===== src/rtl/tpu_link_pkg.sv =====
// Shared definitions for the host command link: opcodes, FSM states,
// response constants and the STATUS byte layout.
package tpu_link_pkg;

  typedef enum logic [7:0] {
    OP_LOAD_W   = 8'h01,
    OP_LOAD_ACT = 8'h02,
    OP_START    = 8'h03,
    OP_READ_ACC = 8'h04,
    OP_STATUS   = 8'h05,
    OP_CLR_W    = 8'h06,
    OP_SET_RDY  = 8'h07
  } opcode_e;

  typedef enum logic [2:0] {
    ST_IDLE,
    ST_ARG,
    ST_WDATA,
    ST_ACT,
    ST_EXEC,
    ST_RESP
  } link_state_e;

  localparam logic [7:0] ACK_BYTE = 8'hA5;
  localparam logic [7:0] NAK_BYTE = 8'hEE;

  // STATUS byte layout: {ovf, err, weights_ready, 0, mlp_state[3:0]}
  localparam int STAT_OVF     = 7;
  localparam int STAT_ERR     = 6;
  localparam int STAT_RDY     = 5;
  localparam int STAT_MLP_LSB = 0;

  function automatic logic [7:0] status_byte(input logic ovf, input logic err,
                                             input logic rdy, input logic [3:0] mstate);
    logic [7:0] s;
    s = '0;
    s[STAT_OVF] = ovf;
    s[STAT_ERR] = err;
    s[STAT_RDY] = rdy;
    s[STAT_MLP_LSB +: 4] = mstate;
    return s;
  endfunction

endpackage


===== src/rtl/tpu_link_txser.sv =====
// Shadow-load byte serialiser: captures a W-bit word on load and presents
// bytes LSB first over a valid/ready handshake, up to byte index load_last.
module tpu_link_txser #(
  parameter int W  = 8,
  parameter int IW = ((W / 8) > 1) ? $clog2(W / 8) : 1
) (
  input  logic          clk,
  input  logic          rst,
  input  logic          load,
  input  logic [W-1:0]  load_word,
  input  logic [IW-1:0] load_last,
  input  logic          tx_ready,
  output logic          tx_valid,
  output logic [7:0]    tx_data,
  output logic          done
);

  localparam int NB = W / 8;

  logic [NB-1:0][7:0] shadow;
  logic [IW-1:0]      idx;
  logic [IW-1:0]      last;
  logic [IW-1:0]      idx_inc;

  assign idx_inc = idx + 1'b1;
  assign done    = tx_valid && tx_ready && (idx == last);

  // Shadow word capture; the byte stream reads only from this copy.
  // NOTE: the shadow is deliberately not reset -- it is always written by a
  // load before any byte of it is presented, so a reset would only cost muxes.
  always_ff @(posedge clk) begin
    if (load) shadow <= load_word;
  end

  // Byte presentation: hold while stalled, advance one byte per handshake.
  // NOTE: sequential state uses non-blocking assignments so every register
  // samples the pre-edge values regardless of statement order.
  always_ff @(posedge clk) begin
    if (!rst) begin
      tx_valid <= 1'b0;
      tx_data  <= '0;
      idx      <= '0;
      last     <= '0;
    end else if (load) begin
      tx_valid <= 1'b1;
      tx_data  <= load_word[7:0];
      idx      <= '0;
      last     <= load_last;
    end else if (tx_valid && tx_ready) begin
      if (idx == last) begin
        tx_valid <= 1'b0;
      end else begin
        idx     <= idx_inc;
        tx_data <= shadow[idx_inc];
      end
    end
  end

endmodule


===== src/rtl/tpu_host_link.sv =====
// Host command front-end: decodes opcode/payload packets from the UART byte
// stream, drives weight-FIFO/activation/start controls and returns
// ACK/NAK, status and accumulator snapshots through the TX serialiser.
module tpu_host_link
  import tpu_link_pkg::*;
#(
  parameter int NUM_COLS = 2,
  parameter int ACC_W    = 32,
  parameter int ACT_W    = 16
) (
  input  logic                      clk,
  input  logic                      rst,
  input  logic                      rx_valid,
  input  logic [7:0]                rx_data,
  output logic                      tx_valid,
  output logic [7:0]                tx_data,
  input  logic                      tx_ready,
  output logic [NUM_COLS-1:0]       wf_push,
  output logic [7:0]                wf_data,
  output logic                      wf_reset,
  output logic                      act_valid,
  output logic [ACT_W-1:0]          act_data,
  output logic                      start_mlp,
  output logic                      weights_ready,
  input  logic [3:0]                mlp_state,
  input  logic [NUM_COLS*ACC_W-1:0] acc_in,
  input  logic                      acc_valid
);

  localparam int SNAP_W = NUM_COLS * ACC_W;
  localparam int SNAP_B = SNAP_W / 8;
  localparam int TX_IW  = (SNAP_B > 1) ? $clog2(SNAP_B) : 1;
  localparam int ACT_B  = ACT_W / 8;
  localparam int ACT_IW = (ACT_B > 1) ? $clog2(ACT_B) : 1;

  link_state_e           state, state_nxt;
  logic [7:0]            op;
  logic                  arg_sel;
  logic [7:0]            col;
  logic [7:0]            cnt;
  logic [ACT_B-1:0][7:0] act_buf, act_word;
  logic [ACT_IW-1:0]     act_idx;
  logic [SNAP_W-1:0]     snapshot;
  logic                  ovf, err;
  logic                  col_ok;

  logic                  push_en, act_en, start_en, clr_en, set_rdy;
  logic                  tx_load, nak, drop, tx_done, status_acc;
  logic [SNAP_W-1:0]     tx_word;
  logic [TX_IW-1:0]      tx_last;

  assign col_ok     = (col < 8'(NUM_COLS));
  assign status_acc = (state == ST_RESP) && (op == OP_STATUS) && tx_done;

  // FSM state register.
  always_ff @(posedge clk) begin
    if (!rst) state <= ST_IDLE;
    else      state <= state_nxt;
  end

  // Next-state and one-cycle control decode.
  // NOTE: every signal written here gets a default first, so no path can
  // leave one unassigned and infer a latch.
  always_comb begin
    state_nxt = state;
    push_en   = 1'b0;
    act_en    = 1'b0;
    start_en  = 1'b0;
    clr_en    = 1'b0;
    set_rdy   = 1'b0;
    tx_load   = 1'b0;
    tx_word   = '0;
    tx_last   = '0;
    nak       = 1'b0;
    drop      = 1'b0;
    act_word  = act_buf;
    act_word[act_idx] = rx_data;
    case (state)
      ST_IDLE: begin
        if (rx_valid) begin
          case (opcode_e'(rx_data))
            OP_LOAD_W:   state_nxt = ST_ARG;
            OP_LOAD_ACT: state_nxt = ST_ACT;
            OP_START: begin
              start_en  = weights_ready;
              state_nxt = ST_EXEC;
            end
            OP_CLR_W: begin
              clr_en    = 1'b1;
              state_nxt = ST_EXEC;
            end
            OP_SET_RDY: begin
              set_rdy   = 1'b1;
              state_nxt = ST_EXEC;
            end
            default:     state_nxt = ST_EXEC;
          endcase
        end
      end
      ST_ARG: begin
        if (rx_valid && arg_sel) state_nxt = ST_WDATA;
      end
      ST_WDATA: begin
        if (rx_valid) begin
          push_en = col_ok;
          if (cnt == 8'd0) begin
            state_nxt = ST_RESP;
            tx_load   = 1'b1;
            tx_word   = SNAP_W'(col_ok ? ACK_BYTE : NAK_BYTE);
            nak       = !col_ok;
          end
        end
      end
      ST_ACT: begin
        if (rx_valid && (act_idx == ACT_IW'(ACT_B - 1))) begin
          act_en    = 1'b1;
          state_nxt = ST_EXEC;
        end
      end
      ST_EXEC: begin
        drop      = rx_valid;
        tx_load   = 1'b1;
        state_nxt = ST_RESP;
        case (opcode_e'(op))
          OP_START: begin
            tx_word = SNAP_W'(weights_ready ? ACK_BYTE : NAK_BYTE);
            nak     = !weights_ready;
          end
          OP_READ_ACC: begin
            tx_word = acc_valid ? acc_in : snapshot;
            tx_last = TX_IW'(SNAP_B - 1);
          end
          OP_STATUS:
            tx_word = SNAP_W'(status_byte(ovf, err, weights_ready, mlp_state));
          OP_LOAD_ACT, OP_CLR_W, OP_SET_RDY:
            tx_word = SNAP_W'(ACK_BYTE);
          default: begin
            tx_word = SNAP_W'(NAK_BYTE);
            nak     = 1'b1;
          end
        endcase
      end
      ST_RESP: begin
        drop = rx_valid;
        if (tx_done) state_nxt = ST_IDLE;
      end
      default: state_nxt = ST_IDLE;
    endcase
  end

  // Packet field capture, registered control outputs and sticky flags.
  always_ff @(posedge clk) begin
    if (!rst) begin
      op            <= '0;
      arg_sel       <= 1'b0;
      col           <= '0;
      cnt           <= '0;
      act_buf       <= '0;
      act_idx       <= '0;
      wf_push       <= '0;
      wf_data       <= '0;
      wf_reset      <= 1'b0;
      act_valid     <= 1'b0;
      act_data      <= '0;
      start_mlp     <= 1'b0;
      weights_ready <= 1'b0;
      ovf           <= 1'b0;
      err           <= 1'b0;
    end else begin
      wf_push   <= '0;
      wf_reset  <= clr_en;
      act_valid <= act_en;
      start_mlp <= start_en;
      if (state == ST_IDLE && rx_valid) begin
        op      <= rx_data;
        arg_sel <= 1'b0;
        act_idx <= '0;
      end
      if (state == ST_ARG && rx_valid) begin
        if (!arg_sel) begin
          col     <= rx_data;
          arg_sel <= 1'b1;
        end else begin
          cnt <= rx_data - 8'd1;  // N=0 wraps to 255 remaining: 256 bytes
        end
      end
      if (state == ST_WDATA && rx_valid) cnt <= cnt - 8'd1;
      if (push_en) begin
        wf_push <= NUM_COLS'(1) << col;
        wf_data <= rx_data;
      end
      if (state == ST_ACT && rx_valid) begin
        act_buf <= act_word;
        act_idx <= act_idx + 1'b1;
      end
      if (act_en) act_data <= act_word;
      if (set_rdy) weights_ready <= 1'b1;
      if (clr_en)  weights_ready <= 1'b0;
      // Clear on STATUS acceptance first so a same-cycle event still sticks.
      if (status_acc) begin
        ovf <= 1'b0;
        err <= 1'b0;
      end
      if (drop) ovf <= 1'b1;
      if (nak)  err <= 1'b1;
    end
  end

  // Accumulator snapshot follows every acc_valid, independent of the FSM.
  always_ff @(posedge clk) begin
    if (!rst)           snapshot <= '0;
    else if (acc_valid) snapshot <= acc_in;
  end

  tpu_link_txser #(
    .W  (SNAP_W),
    .IW (TX_IW)
  ) u_txser (
    .clk       (clk),
    .rst       (rst),
    .load      (tx_load),
    .load_word (tx_word),
    .load_last (tx_last),
    .tx_ready  (tx_ready),
    .tx_valid  (tx_valid),
    .tx_data   (tx_data),
    .done      (tx_done)
  );

endmodule


===== config.mk =====
export PLATFORM = sky130hd
export DESIGN_NAME = tpu_host_link
export DESIGN_NICKNAME = d
export VERILOG_FILES = /design/src/rtl/tpu_link_pkg.sv /design/src/rtl/tpu_link_txser.sv /design/src/rtl/tpu_host_link.sv
export SDC_FILE = /design/constraint.sdc
export NUM_CORES = 1
export LEC_CHECK = 0
export ABC_AREA = 1
export CAP_MARGIN = 20
export CORE_ASPECT_RATIO = 1.2
export CORE_MARGIN = 5
export CORE_UTILIZATION = 45
export CTS_CLUSTER_DIAMETER = 80
export CTS_CLUSTER_SIZE = 28
export DETAILED_ROUTE_END_ITERATION = 10
export GPL_TIMING_DRIVEN = 0
export HOLD_SLACK_MARGIN = 0.08
export PLACE_DENSITY = 0.67
export SLEW_MARGIN = 20
export SYNTH_ARGS = -nofsm -noshare
export SYNTH_HDL_FRONTEND = slang
export SYNTH_SLANG_ARGS = --single-unit

===== constraint.sdc =====
create_clock -name clk -period 4.7 [get_ports clk]
set_clock_uncertainty 0.15 [all_clocks]
set_input_delay 0.47 -clock clk [delete_from_list [all_inputs] [get_ports clk]]
set_output_delay 0.47 -clock clk [all_outputs]
set_load 0.1 [all_outputs]

# After elaboration in Yosys (flattened, before gate mapping)
# Index checks and enable logic that the tools add are counted.
dict set report word_totals {
  output_inout_bits 39
  word_cells 158
  ff_bits 220
  input_bits 81
}
dict set report op_classes {
  n_lt_le_gt_ge 4
  bitwise 3
  n_eq_ne 24
  addsub 4
  n_mux 57
  n_reduce_logical 35
  shift 1
}
# op n
set op_table {}
lappend op_table {{one-hot mux 64 bit (4 select lines)} 1}
lappend op_table {{one-hot mux 64 bit (2 select lines)} 1}
lappend op_table {{2-to-1 mux 8 bit} 10}
lappend op_table {{2-to-1 mux 64 bit} 1}
lappend op_table {{== test 8 x 3 -> 1 bit (second input constant)} 6}
lappend op_table {{== test 8 x 2 -> 1 bit (second input constant)} 4}
lappend op_table {{2-to-1 mux 1 bit} 26}
lappend op_table {{binary-select mux 8 bit (select 3 bit)} 1}
lappend op_table {{2-to-1 mux 3 bit} 8}
lappend op_table {{one-hot mux 3 bit (6 select lines)} 1}
lappend op_table {{bitwise mux 16 bit} 1}
lappend op_table {{subtractor 8 x 1 -> 8 bit (second input constant)} 2}
lappend op_table {{2-to-1 mux 7 bit} 2}
lappend op_table {{inequality test 2 bit (second input constant)} 7}
lappend op_table {{nonzero test 2 bit} 7}
lappend op_table {{AND reduction 2 bit} 6}
lappend op_table {{logical AND 1 bit} 11}
lappend op_table {{demux 8 bit (select 1 bit)} 1}
lappend op_table {{== test 8 x 1 -> 1 bit (second input constant)} 1}
lappend op_table {{zero test 8 bit} 1}
lappend op_table {{< comparator 8 x 2 -> 1 bit (second input constant)} 1}
lappend op_table {{<< shifter 1 x 8 -> 2 bit (first input constant)} 1}
lappend op_table {{== test 3 x 2 -> 1 bit (second input constant)} 2}
lappend op_table {{== test 3 bit (second input constant)} 2}
lappend op_table {{17 further kinds} 24}

# Depth between registers and ports, before layout
dict set report logic_depth {
  depth_word 6
  depth_mapped 13
}

# Cells and area by module
# A second synthesis with hierarchy kept.
dict set report unflattened {
  hier_cells 1032
  area_unflattened_um2 9153.8
}
# mod cells_per_inst area_per_inst_um2 instances
set by_module_without_submodules {}
lappend by_module_without_submodules {tpu_host_link 747 5916.9 1}
lappend by_module_without_submodules {tpu_link_txser 285 3236.9 1}

# Worst setup path after synthesis
# OpenSTA, ideal clock, no wires.
dict set report synth_timing {
  path_kind {flip-flop to flip-flop}
  startpoint {register u_txser.tx_valid}
  endpoint {register u_txser.tx_data[3]}
  t_arrival_ns 1.839
  synth_period_minus_slack_ns 2.098
  stages_incl_launch_ff 13
  setup_ns 0.109
  path_slack_ns 2.602
  path_cell_list {dfxtp_1 > nand2_1 > inv_1 > nand3_1 > buf_2 > nand2_1 > inv_1 > nor2_1 > nand3_1 > nand2_1 > inv_1 > nand2_1 > inv_1}
}
dict set report synth_between {
  elab_chain_len 3
}
# item line
set synth_lines {}
lappend synth_lines {{start: declaration} tpu_link_txser.sv:13} ;# output logic tx_valid,
lappend synth_lines {{start signal: assignment} tpu_link_txser.sv:40} ;# tx_valid <= 1'b0;
lappend synth_lines {{start signal: assignment} tpu_link_txser.sv:45} ;# tx_valid <= 1'b1;
lappend synth_lines {{start signal: assignment} tpu_link_txser.sv:51} ;# tx_valid <= 1'b0;
lappend synth_lines {{logical AND 1 bit} tpu_link_txser.sv:49} ;# end else if (tx_valid && tx_ready) begin
lappend synth_lines {{nonzero test 2 bit (no line)} --}
lappend synth_lines {{AND reduction 2 bit (no line)} --}
lappend synth_lines {{end signal: assignment} tpu_link_txser.sv:46} ;# tx_data <= load_word[7:0];
lappend synth_lines {{end signal: assignment} tpu_link_txser.sv:54} ;# tx_data <= shadow[idx_inc];
lappend synth_lines {{end: declaration} tpu_link_txser.sv:14} ;# output logic [7:0] tx_data,
# No other way between the ends.
# A chain may end at the register's enable or synchronous reset.

# Worst setup path after layout
dict set report layout_timing {
  startpoint {register weights_ready}
  endpoint {output weights_ready}
}
# item line
set layout_rtl {}
lappend layout_rtl {{start: declaration} tpu_host_link.sv:24} ;# output logic weights_ready,
lappend layout_rtl {{start signal: assignment} tpu_host_link.sv:166} ;# weights_ready <= 1'b0;
lappend layout_rtl {{start signal: assignment} tpu_host_link.sv:197} ;# if (set_rdy) weights_ready <= 1'b1;
lappend layout_rtl {{start signal: assignment} tpu_host_link.sv:198} ;# if (clr_en) weights_ready <= 1'b0;
# No word-level cell between the ends.

==> flow_summary.ini <==
[setup_path]
critPathCaptureType = output pin
worst_r2r_endpoint = u_txser.tx_data[6]
critPathKind = reg -> out
cp_data_arrival_time_ns = 2.20
startpoint_of_the_lowest_slack_register_to_register_path = u_txser.idx[0]
startpoint_type = register
ordered_cell_list_for_the_critical_path = clkdlybuf4s50_1
worst_path_largest_cell_delay_ns = 1.20
critical-path-slowest-cell = sky130_fd_sc_hd__clkdlybuf4s50_1
worst-endpoint-required_ns = 4.08
critPathBufInv = 1
worst-r2r-setup-slack_ns = 2.16
crit_path_max_fanout = 6
critPathLaunch = weights_ready
cp_top_family = buffers and inverters
ff_to_ff_path_depth = 10

[die]
floorplan.rows = 56
die_span_in_y_microns = 165.4
dieWidth_microns = 139.5
floorplan.initialDensity_pct = 45.98
design.die.area_sq_um = 23070
design.portCount = 120
core_sq_um = 19690

[cells_and_area]
areaGrowthSynthToFinish_pct = 21.32
sequential_cell_area_sq_um = 4845
multiInputGateArea_sq_um = 3587
layout.nets = 1268
drive_above_1_share_pct = 6.830
insertedDiodeCount = 0
fill_cells = 1834
instances_no_fill = 1447

[cts]
cts_buffers = 12
path_clk_slew_ns = 0.10
cts_num_sinks = 210
clock-root-buffer = sky130_fd_sc_hd__clkbuf_16
clock_tree_from_tritoncts = done
ctsLongestPathBuffers = 3
cts.htree.levels = 1
cts_resized = 0
clock_latency_on_the_worst_skew_pair_ns = 0.47
cts_setup_buffers = 0
postCtsHoldBufs = 0

[yosys]
synth_sequential_area_ratio_pct = 53.51
synth_top_area_cells = sky130_fd_sc_hd__dfxtp_1 (32%), sky130_fd_sc_hd__edfxtp_1 (21%), sky130_fd_sc_hd__nand2_1 (7.8%)
synth.top_cells.by_count = sky130_fd_sc_hd__nand2_1 (188), sky130_fd_sc_hd__nor2_1 (170), sky130_fd_sc_hd__dfxtp_1 (146)
postSynth.topFlopCell = sky130_fd_sc_hd__dfxtp_1
synth-edff-count = 64
syn_area_sq_um = 9054
postSynthNetCount = 1136
avgSynthCellArea_sq_um = 8.639
postSynthRegisterBits = 210
postSynthCellCount = 1048
yosysUniqueCellTypes = 43
yosysWarningCount = 0
area_share_of_the_leading_cell_type_in_the_synthesized_netlist_pct = 32.28
yosys.cell_count.top_type = sky130_fd_sc_hd__nand2_1
synthArstFlopShare_pct = 0
post-synth-top-area-cell = sky130_fd_sc_hd__dfxtp_1

[sta]
unrepaired_setup_endpoints_after_global_routing = no
final_hold_vio_count = 0
fmax_ghz = 0.3543
period_share_pct = 60.06
final-setup-viol-count = 0
relSlewSlack_pct = 29.14
maxSlewViolCount = 0
worst_slew_pin_slew_ns = 1.060
period_minus_slack_ns = 2.823
totalNegativeSetupSlack_ns = 0

[grt]
grt_max_degree = 74
first_global_vias = 7221
global_route.usage.total_pct = 20.03
grt_remaining_overflow = 0
first_pass_grt_wire_length_mm = 37.49
number_of_antenna_violations_at_the_first_check_in_global_routing = 0

[job]
max_cap_violations = 0

[hold_path]
worst_hold_path.num_cells = 1
timing.hold.worst.start = col[0]
min_path_type = reg -> reg
whs_endpoint = wf_push[0]

[pwr]
power.density_cell_area_nw_per_um2 = 473.6
ir_drop_uv = 328.2
static-leakage-power_uw = 0.004667

[detailed_routing]
drt-vias-per-instance = 5.104
post-route-drc-count = 0
initialDrtViolationCount = 493
detail-route-antenna-nets = 0
wl_per_cell_microns = 16.15
num_vias = 7385
drtPass1Iterations = 5
detail_route.wirelength_mm = 23.37

[placed_design]
dp_hpwl_mm = 16.95
io_buffers = 118
place.detailed.instances = 1427
gp_congestion = 0.8883

[outcome]
run_status = complete, no violations
==> kinds of logic (layout without fill, tap and decap cells) <==
kind of cell | after synthesis | count (layout) | share of synthesized area [%]
simple gates | 480 | 480 | 23.05
buf+inv | 140 | 278 | 6.868
mux | 56 | 56 | 6.191
fa+ha+maj | 7 | 7 | 0.9673
xor+xnor | 8 | 8 | 0.7739
compound gates | 147 | 147 | 8.637
flops | 210 | 210 | 53.51
==> state kept, by name, indices dropped and copies added, names as in the netlist, 2 cells and up <==
signal           count
u_txser.tx_data      8
u_txser.idx          3
wf_data              8
u_txser.shadow      64
act_buf              8
state                3
cnt                  8
wf_push              2
act_data            16
col                  8
op                   8
snapshot            64
==> where the power goes <==
| group | switching, uW | internal, uW | leakage (uW) |
|---|---|---|---|
| Sequential | 169 | 2270 | 0.00180 |
| Combinational | 1080 | 462 | 0.00266 |
| Clock | 624 | 596 | 0.000207 |
==> worst max path at each step <==
stage                    endpoint  slack (ns)  cells after the start
2_1_floorplan  u_txser.tx_data[3]        2.60                     12
3_3_place_gp   u_txser.tx_data[2]        1.84                      7
3_5_place_dp   u_txser.tx_data[2]        1.80                      7
4_1_cts             weights_ready        1.86                      1
5_1_grt             weights_ready        1.83                      1
6_report            weights_ready        1.88                      1
==> final cells by class <==
type / count / area share, %
timing repair buffer: 118 / 10.75
tap: 261 / 2.973
clock inverter: 3 / 0.3645
buffer: 47 / 2.415
sequential: 210 / 44.11
clock buffer: 17 / 3.486
multi-input combinational: 698 / 32.66
inverter: 93 / 3.246
==> cells in the final DEF, fill, tap and decap left out, types with 3 or more instances in the layout <==
master and n:
sky130_fd_sc_hd__a21oi_1 55, sky130_fd_sc_hd__buf_1 5, sky130_fd_sc_hd__buf_2 17, sky130_fd_sc_hd__buf_4 6, sky130_fd_sc_hd__buf_6 6, sky130_fd_sc_hd__clkbuf_1 15
sky130_fd_sc_hd__clkbuf_16 15, sky130_fd_sc_hd__clkdlybuf4s50_1 118, sky130_fd_sc_hd__clkinv_1 5, sky130_fd_sc_hd__dfxtp_1 146, sky130_fd_sc_hd__edfxtp_1 64, sky130_fd_sc_hd__ha_1 7
sky130_fd_sc_hd__inv_1 77, sky130_fd_sc_hd__inv_2 9, sky130_fd_sc_hd__mux2i_1 56, sky130_fd_sc_hd__nand2_1 188, sky130_fd_sc_hd__nand2_2 3, sky130_fd_sc_hd__nand3_1 78
sky130_fd_sc_hd__nand4_1 8, sky130_fd_sc_hd__nor2_1 170, sky130_fd_sc_hd__nor2_2 6, sky130_fd_sc_hd__nor2_8 3, sky130_fd_sc_hd__nor3_1 7, sky130_fd_sc_hd__o211ai_1 5
sky130_fd_sc_hd__o21a_1 7, sky130_fd_sc_hd__o21ai_0 63, sky130_fd_sc_hd__o21ai_1 9, sky130_fd_sc_hd__o22ai_1 3, sky130_fd_sc_hd__or2_2 4, sky130_fd_sc_hd__xnor2_1 3
sky130_fd_sc_hd__xor2_1 5
==> stage by stage <==
stage	setup WS [ns]	total power, uW	hold WS, ns	utilization (%)	area, sq um
floorplan	2.602	3563	0.2469	-	9054
global placement	1.838	3999	0.2617	53.64	10560
detailed placement	1.802	4016	0.2636	53.64	10560
CTS	1.857	5234	0.2830	55.79	10980
global route	1.830	5490	0.3154	55.79	10980
finish	1.877	5202	0.2843	55.79	10980
==> metal layers <==
layer	global-route usage (%)	vias to the layer above	routed length (microns)
li1	-	3697	-
met1	24.96	3392	10080
met2	35.16	249	11340
met3	2.995	47	1122
met4	7.829	0	826
met5	0	-	0
Note: power is estimated with default switching activity, not from simulation.
